===== src/rtl/pipe_pkg.sv =====
// pipe_pkg
// Shared definitions for the fetch stage and its IF/ID consumer.
//   XLEN         data and PC width in bits
//   RESET_PC     byte PC fetched first after reset
//   INSTR_BYTES  byte stride between sequential instructions
//   fetchEntry_t one fetch queue entry, {instr, pcplus}; the queue storage
//                packs its entries in this same bit order

package pipe_pkg;

  localparam int XLEN = 32;

  localparam logic [XLEN-1:0] RESET_PC = '0;

  localparam int INSTR_BYTES = 4;

  typedef struct packed {
    logic [XLEN-1:0] instr;
    logic [XLEN-1:0] pcplus;
  } fetchEntry_t;

endpackage


===== src/rtl/fq_ram.sv =====
// fq_ram
// Register-array storage for the fetch queue: DEPTH entries of WIDTH bits,
// one synchronous write port and one asynchronous read port at the head.
// Ports:
//   clk     clock
//   wrEn    write the entry at wrAddr this cycle
//   wrAddr  write index (queue tail)
//   wrData  entry to write
//   rdAddr  read index (queue head)
//   rdData  entry at rdAddr, combinational from the stored registers

module fq_ram #(
  parameter int WIDTH = 64,
  parameter int DEPTH = 4
) (
  input  logic                     clk,
  input  logic                     wrEn,
  input  logic [$clog2(DEPTH)-1:0] wrAddr,
  input  logic [WIDTH-1:0]         wrData,
  input  logic [$clog2(DEPTH)-1:0] rdAddr,
  output logic [WIDTH-1:0]         rdData
);

  logic [WIDTH-1:0] mem [DEPTH];

  // Storage needs no reset: an entry is only ever read once the queue
  // pointers say it has been written since the last reset or flush.
  always_ff @(posedge clk) begin
    if (wrEn) begin
      mem[wrAddr] <= wrData;
    end
  end

  // The head entry comes straight from the registers, so decode never sees
  // a combinational path from the instruction memory.
  assign rdData = mem[rdAddr];

endmodule


===== src/rtl/fetch_queue.sv =====
// fetch_queue
// Instruction fetch queue between instruction memory and decode. Issues one
// word fetch per cycle while the queue has credit, captures each response the
// cycle after its request, and presents entries to decode in program order.
// Ports:
//   clk             clock, all state updates on the rising edge
//   rst             asynchronous active-low reset
//   redirect_valid  redirect from ID; flushes the queue and restarts fetch
//   redirect_pc     byte target of the redirect
//   imem_req        fetch request issued this cycle
//   imem_addr       word address of the request (fetch PC >> 2)
//   imem_rdata      instruction word, valid the cycle after imem_req
//   deq_ready       decode accepts the head entry
//   deq_valid       head entry available
//   deq_instr       head instruction
//   deq_pcplus      head PC + 4
//   occupancy       number of valid entries held

module fetch_queue #(
  parameter int              XLEN     = pipe_pkg::XLEN,
  parameter int              DEPTH    = 4,
  parameter logic [XLEN-1:0] RESET_PC = pipe_pkg::RESET_PC
) (
  input  logic                     clk,
  input  logic                     rst,
  input  logic                     redirect_valid,
  input  logic [XLEN-1:0]          redirect_pc,
  output logic                     imem_req,
  output logic [XLEN-1:0]          imem_addr,
  input  logic [XLEN-1:0]          imem_rdata,
  input  logic                     deq_ready,
  output logic                     deq_valid,
  output logic [XLEN-1:0]          deq_instr,
  output logic [XLEN-1:0]          deq_pcplus,
  output logic [$clog2(DEPTH):0]   occupancy
);

  localparam int PTR_W = $clog2(DEPTH);
  localparam int OCC_W = PTR_W + 1;

  localparam logic [OCC_W:0]   DEPTH_CREDIT = (OCC_W + 1)'(DEPTH);
  localparam logic [XLEN-1:0]  PC_STEP      = XLEN'(pipe_pkg::INSTR_BYTES);

  logic [XLEN-1:0]   fetchPc;
  logic [XLEN-1:0]   reqPc;
  logic              inflight;
  logic              reqEpoch;
  logic              epoch;

  logic [PTR_W-1:0]  headPtr;
  logic [PTR_W-1:0]  tailPtr;
  logic [OCC_W-1:0]  occCount;

  logic [OCC_W:0]    creditUsed;
  logic              issueReq;
  logic              doEnq;
  logic              doDeq;

  logic [2*XLEN-1:0] wrData;
  logic [2*XLEN-1:0] headData;

  // A request is only issued if the queue can hold it together with the one
  // still in flight, so the queue can never overflow. Counting entries before
  // this cycle's dequeue is conservative but keeps the credit purely
  // registered. Requests are held off during reset and in a redirect cycle.
  assign creditUsed = {1'b0, occCount} + {{OCC_W{1'b0}}, inflight};
  assign issueReq   = rst && !redirect_valid && (creditUsed < DEPTH_CREDIT);

  // The response is captured at the end of the cycle after its request. A
  // redirect in that same cycle, or a response from an older epoch, is
  // dropped so the wrong-path word never reaches the queue.
  assign doEnq = inflight && (reqEpoch == epoch) && !redirect_valid;

  // deq_valid already excludes the empty and redirect cases, so deq_ready is
  // ignored whenever there is nothing legal to hand over.
  assign deq_valid = (occCount != '0) && !redirect_valid;
  assign doDeq     = deq_valid && deq_ready;

  assign wrData = {imem_rdata, reqPc + PC_STEP};

  assign imem_req  = issueReq;
  assign imem_addr = fetchPc >> 2;
  assign occupancy = occCount;

  assign deq_instr  = headData[2*XLEN-1:XLEN];
  assign deq_pcplus = headData[XLEN-1:0];

  // Fetch side: the fetch PC advances by one instruction per issued request,
  // and the PC and epoch of that request are held alongside the in-flight
  // flag so the response can be tagged a cycle later. A redirect restarts
  // fetch at the target and flips the epoch so anything already requested is
  // treated as stale.
  always_ff @(posedge clk or negedge rst) begin
    if (!rst) begin
      fetchPc  <= RESET_PC;
      reqPc    <= '0;
      inflight <= 1'b0;
      reqEpoch <= 1'b0;
      epoch    <= 1'b0;
    end else if (redirect_valid) begin
      fetchPc  <= redirect_pc;
      inflight <= 1'b0;
      epoch    <= ~epoch;
    end else begin
      inflight <= issueReq;
      if (issueReq) begin
        fetchPc  <= fetchPc + PC_STEP;
        reqPc    <= fetchPc;
        reqEpoch <= epoch;
      end
    end
  end

  // Queue bookkeeping: pointers wrap naturally because DEPTH is a power of
  // two. A simultaneous enqueue and dequeue leaves the count unchanged. A
  // redirect empties the queue in one cycle by resetting the pointers.
  always_ff @(posedge clk or negedge rst) begin
    if (!rst) begin
      headPtr  <= '0;
      tailPtr  <= '0;
      occCount <= '0;
    end else if (redirect_valid) begin
      headPtr  <= '0;
      tailPtr  <= '0;
      occCount <= '0;
    end else begin
      if (doEnq) begin
        tailPtr <= tailPtr + PTR_W'(1);
      end
      if (doDeq) begin
        headPtr <= headPtr + PTR_W'(1);
      end
      case ({doEnq, doDeq})
        2'b10:   occCount <= occCount + OCC_W'(1);
        2'b01:   occCount <= occCount - OCC_W'(1);
        default: occCount <= occCount;
      endcase
    end
  end

  fq_ram #(
    .WIDTH (2 * XLEN),
    .DEPTH (DEPTH)
  ) u_ram (
    .clk    (clk),
    .wrEn   (doEnq),
    .wrAddr (tailPtr),
    .wrData (wrData),
    .rdAddr (headPtr),
    .rdData (headData)
  );

endmodule


===== config.mk =====
export PLATFORM = sky130hd
export DESIGN_NAME = fetch_queue
export DESIGN_NICKNAME = d
export VERILOG_FILES = /design/src/rtl/pipe_pkg.sv /design/src/rtl/fq_ram.sv /design/src/rtl/fetch_queue.sv
export SDC_FILE = /design/constraint.sdc
export NUM_CORES = 1
export LEC_CHECK = 0
export CAP_MARGIN = 20
export CORE_MARGIN = 2
export CORE_UTILIZATION = 35
export CTS_CLUSTER_SIZE = 10
export DETAILED_ROUTE_END_ITERATION = 12
export MAX_ROUTING_LAYER = met4
export PLACE_DENSITY = 0.63
export SYNTH_ARGS = -nofsm -noshare
export SYNTH_HDL_FRONTEND = slang
export SYNTH_SLANG_ARGS = --single-unit

===== constraint.sdc =====
create_clock -name clk -period 3.9 [get_ports clk]
set_input_delay 0.78 -clock clk [delete_from_list [all_inputs] [get_ports clk]]
set_output_delay 0.78 -clock clk [all_outputs]
set_load 0.02 [all_outputs]

======== Yosys cells after proc, flatten, opt, wreduce, memory -nomap -nowiden ========
Memories as Yosys holds them, arrays and structs flattened.
Cells that the tools add are included.
storage, ports and cells
  bits in writable memories ............... 256
  bits in registers ....................... 74
  bits of input ports ..................... 68
  memories ................................ 1
  logic and storage cells ................. 46
cells by class
  multiplexer cells ....................... 11
  reduce and logical (&&, ||, !) cells .... 13
  add/sub/neg operators ................... 7
  $lt $le $gt $ge ......................... 1
  bitwise gates (word level) .............. 2
  eq/ne operators ......................... 3
memories
  memory     words  bits a word  read ports  clocked after memory_dff  wr ports  RTL line      RTL
  u_ram.mem  4      64           1           0                         1         fq_ram.sv:24  logic [WIDTH-1:0] mem [DEPTH];
operators with widths
  cell                                                                   number
  32-bit by 3-bit adder with 32-bit output, second input constant        2
  32-bit 2-to-1 mux                                                      2
  2-bit 2-to-1 mux                                                       4
  1-bit logical AND                                                      6
  3-bit one-hot mux with 2 select lines                                  1
  2-bit nonzero test                                                     3
  3-bit nonzero test                                                     2
  2-bit by 1-bit adder with 2-bit output, second input constant          2
  3-bit by 1-bit adder with 4-bit output                                 1
  4-bit by 3-bit < comparator with 1-bit output, second input constant   1
  3-bit by 1-bit adder with 3-bit output, second input constant          1
  1-bit 2-to-1 mux                                                       3
  3-bit 2-to-1 mux                                                       1
  3-bit by 1-bit subtractor with 3-bit output, second input constant     1
  2-bit by 1-bit equality test with 1-bit output, second input constant  1
  2-bit equality test, second input constant                             1
  1-bit NOT                                                              2
  2-bit AND reduction                                                    1
  1-bit equality test                                                    1
  1-bit logical NOT                                                      1

======== Logic depth before layout (Yosys ltp) ========
  depth in word-level cells ............... 6
  mapped depth ............................ 10
  depth with buffers taken out ............ 8

======== Hierarchy ========
A second synthesis with hierarchy kept.
unflattened totals
  cell total of the unflattened synthesis .. 845
  area, all modules ....................... 13668.1 sq um
by module, submodules not included
  module       area an instance (sq um)  times used  cells each
  fq_ram       9341.5                    1           338
  fetch_queue  4326.6                    1           507

======== Least setup slack after synthesis ========
Ideal clock, no wire load.
  kind .................................... input port to flip-flop
  start point ............................. in redirect_valid
  end point ............................... mem u_ram.mem[0][0], enable pin
  slack ................................... 0.798 ns
  path buffers ............................ 1
  stages on the path ...................... 3
  data arrival time ....................... 2.673 ns
  data required time ...................... 3.471 ns
  cells stage by stage .................... inv_1 -> clkbuf_1 -> and3_1
on the way
  longest elaborated chain between the ends .. 4
ends and longest elaborated chain
  item                                    RTL line           RTL
  start, declared                         fetch_queue.sv:26  input logic redirect_valid,
  1-bit logical NOT                       fetch_queue.sv:72  assign doEnq = inflight && (reqEpoch == epoch) && !redirect_valid;
  1-bit logical AND                       fetch_queue.sv:72
  1-bit 2-to-1 mux                        fq_ram.sv:29       if (wrEn) begin
  1-bit 2-to-1 mux (implied by the code)  fq_ram.sv:30       mem[wrAddr] <= wrData;
  end, declared                           fq_ram.sv:24
Every way passes these cells.

======== Worst setup path after layout ========
  start point ............................. reg headPtr[1]
  end point ............................... out deq_instr[12]
on the way
  longest elaborated chain between the ends .. 1
ends and longest elaborated chain
  item                    RTL line            RTL
  start, declared         fetch_queue.sv:50   logic [PTR_W-1:0] headPtr;
  start signal, assigned  fetch_queue.sv:131  headPtr <= headPtr + PTR_W'(1);
  memory read 4 x 64 bit  n/a
  end, declared           fetch_queue.sv:33   output logic [XLEN-1:0] deq_instr,
Every way passes these cells.

==> results.py <==
metrics = {
    "clocking": {
        "cts_setup_buffers": 0,
        "cts_resized": 0,
        "cts_tree": "done",
        "holdBufCountCts": 0,
        "root_buffer": "clkbuf_16",
        "path_clk_slew_ns": 0.06,
        "cts_buffer_depth": 3,
        "clock_latency_ns": 0.52,
        "cts_htree_levels": 2,
        "cts_buffers": 39,
        "clock-sinks": 330,
    },
    "layout": {
        "area_growth_pct": 23.4,
        "drive_above_1_share_pct": 14.1,
        "finalNonFillerCells": 1557,
        "fin_nets": 1099,
        "fill_cells": 3475,
        "diodes": 0,
    },
    "setup_path": {
        "cpMaxStageDelayCell": "dfrtp_2",
        "criticalPathCategory": "reg2out",
        "crit_path_start_kind": "register",
        "arrival_ns": 2.63,
        "critical-path-max-stage-delay_ns": 0.83,
        "cp_max_fo": 33,
        "crit_chain": "buf_12 -> mux4_2 -> clkdlybuf4s50_1",
        "required_ns": 3.12,
        "endpoint_kind": "primary output",
    },
    "floorplanning": {
        "io_pins": 169,
        "die_y_um": 202,
        "start_util_pct": 35.6,
        "coreArea_mm2": 0.0387,
        "die_w_um": 202,
        "die_area_mm2": 0.0410,
        "fp-row-count": 72,
    },
    "synth": {
        "yosysTopAreaCellShare_pct": 55.8,
        "synthTopCellsByCount": "256 x edfxtp_1, 124 x nand2_1, 74 x dfrtp_1",
        "ys_dominant_reg_cell": "edfxtp_1",
        "synthTopCellsByArea": "edfxtp_1 56%, dfrtp_1 13%, mux4_2 10%",
        "synth_seq_cells": 330,
        "ys_seq_area_share_pct": 69.2,
        "yosysUniqueCellTypes": 55,
        "yosysWarnings": 0,
        "async_flop_share_pct": 22.4,
        "yosysTopAreaCell": "edfxtp_1",
        "syn-cell-area_mm2": 0.0138,
        "synth_edf_count": 256,
        "avgSynthCellArea_um2": 15.7,
        "syn-instance-count": 876,
        "synth_most_common_cell": "edfxtp_1",
    },
    "route": {
        "remaining_drc_errors": 0,
        "viasPerCell": 5.14,
        "postRouteAntennaNets": 0,
        "vias": 8007,
        "wl_per_cell_um": 19.7,
        "drt_first_pass_iters": 7,
        "drt_iter0_drc": 587,
        "totalWireLength_um": 30700,
    },
    "place": {
        "dpl.cell_count": 1501,
        "io_buffers": 166,
        "place_congestion": 0.849,
        "dp_hpwl_um": 19500,
    },
    "power": {
        "pwr-share-comb_pct": 18.2,
        "p_per_area_mw_per_mm2": 541,
        "clkPwrFrac_pct": 34.8,
        "p_int_uw": 6800,
        "p_leak_uw": 0.00573,
        "power.total_uw": 9200,
        "vdd_ir_drop_max_mv": 0.256,
        "seq_power_share_pct": 47.1,
        "switching_share_pct": 26.1,
        "p_sw_uw": 2410,
    },
    "hold_path": {
        "hp-class": "in2async",
    },
    "timing": {
        "rsz0062_at_grt": "false",
        "max_slew_margin_pct": 36.5,
        "worst_pin_slew_ns": 0.943,
        "period_share_pct": 87.4,
        "period_minus_slack_ns": 3.41,
        "slew_viol_final": 0,
        "finalClockSkew_ns": 0.0101,
        "hold_viol": 0,
        "finalSetupViolations": 0,
        "max_freq_mhz": 293,
        "fin_tns_setup_ns": 0,
    },
    "flow_run": {
        "drv_cap": 0,
    },
    "grt": {
        "grt_pass1_wl_um": 48000,
        "grt_pass1_vias": 8308,
        "grt_max_degree": 65,
        "track_usage_pct": 15.5,
        "antenna_found_initial": 0,
        "gr-total-overflow": 0,
    },
    "outcome": {
        "outcome": "complete, no violations",
    },
}
## state kept, by name (all words and copies together), names as in the netlist
signal and flops:
inflight 1, fetchPc 32, tailPtr 2, u_ram.mem 256, reqPc 32, occupancy 3, reqEpoch 1, epoch 1
headPtr 2
## per-stage QoR
stage	util (%)	setup slack [ns]	hold slack (ns)	cell area [um2]
floorplan	-	0.798	0.435	13800
global placement	41.1	0.906	0.450	15900
detailed placement	41.1	0.853	0.458	15900
CTS	43.9	0.394	0.0903	17000
global route	43.9	0.345	0.0922	17000
finish	43.9	0.491	0.108	17000
## final cells by class
cell class	instances	area [um2]	share of cell area, %
clock buffers	54	1070	6.31
clock inverters	2	25.0	0.147
inverters	16	60.1	0.353
multi-input cells	452	3770	22.2
flip-flops and latches	330	9540	56.1
well taps	518	648	3.81
repair buffers	185	1880	11.1
## final timing paths
path	start	end	slack [ns]	cells past startpoint
max	headPtr[1]	deq_instr[12]	0.49	3
max reg2reg	reqPc[9]	u_ram.mem[3][29]	1.50	4
min in group clk	fetchPc[1]	reqPc[1]	0.46	2
max in group asynchronous	rst	headPtr[0]	2.64	2
min	rst	fetchPc[9]	0.11	1
min reg2reg	fetchPc[1]	reqPc[1]	0.46	2
## cells by family after synthesis
kind of cell    synth area share (%)
compound gates                  4.26
xor+xnor                        2.03
fa+ha+maj                      0.690
buf+inv                         3.63
flops                           69.2
mux                             10.9
other cells                   0.0272
simple gates                    9.32
## cells in the final DEF, fill, tap and decap left out, types with 3 or more instances in the layout
cell and n:
and2_1 8, edfxtp_1 256, nor2b_1 4, nand4_1 20, a41o_1 3, a211oi_1 4
buf_4 13, mux2_2 4, a21oi_1 4, mux4_2 64, inv_1 15, or4_1 6
and3_4 4, o311ai_0 13, xnor2_1 26, a31oi_1 7, clkdlybuf4s50_1 164, clkbuf_16 40
ha_1 6, and3_1 9, nand2_1 124, nor3_1 10, nand3_1 39, buf_12 7
and4_1 4, nor2_1 16, a221o_1 3, clkbuf_1 12, or3_1 3, a22oi_1 5
dfrtp_1 72, a32oi_1 3, o211ai_1 13, xor2_1 6, nor4_1 4, o21ai_0 17
## critical path: cells and delay by family, from the launching register on
family,cells,cell delay (ns)
buffers and inverters,2,0.87
flip-flops,1,0.83
multiplexers,1,0.37
## power by group through the flow
stage          Clock [uW]  Combinational, uW  Sequential, uW
2_1_floorplan           0               1060            4310
3_3_place_gp            0               1680            4390
3_5_place_dp            0               1700            4400
4_1_cts              3300               1710            4330
5_1_grt              3440               1810            4370
6_report             3200               1670            4330
## per-layer routing
| metal | vias up | part of all wire (%) | track usage (%) |
|---|---|---|---|
| met5 | - | 0 | - |
| met2 | 307 | 46 | 23.9 |
| met3 | 44 | 6.1 | 2.79 |
| met4 | 0 | 2.0 | 4.09 |
| met1 | 4006 | 46 | 21.4 |
| li1 | 3650 | - | - |
Note: power is estimated with default switching activity, not from simulation.
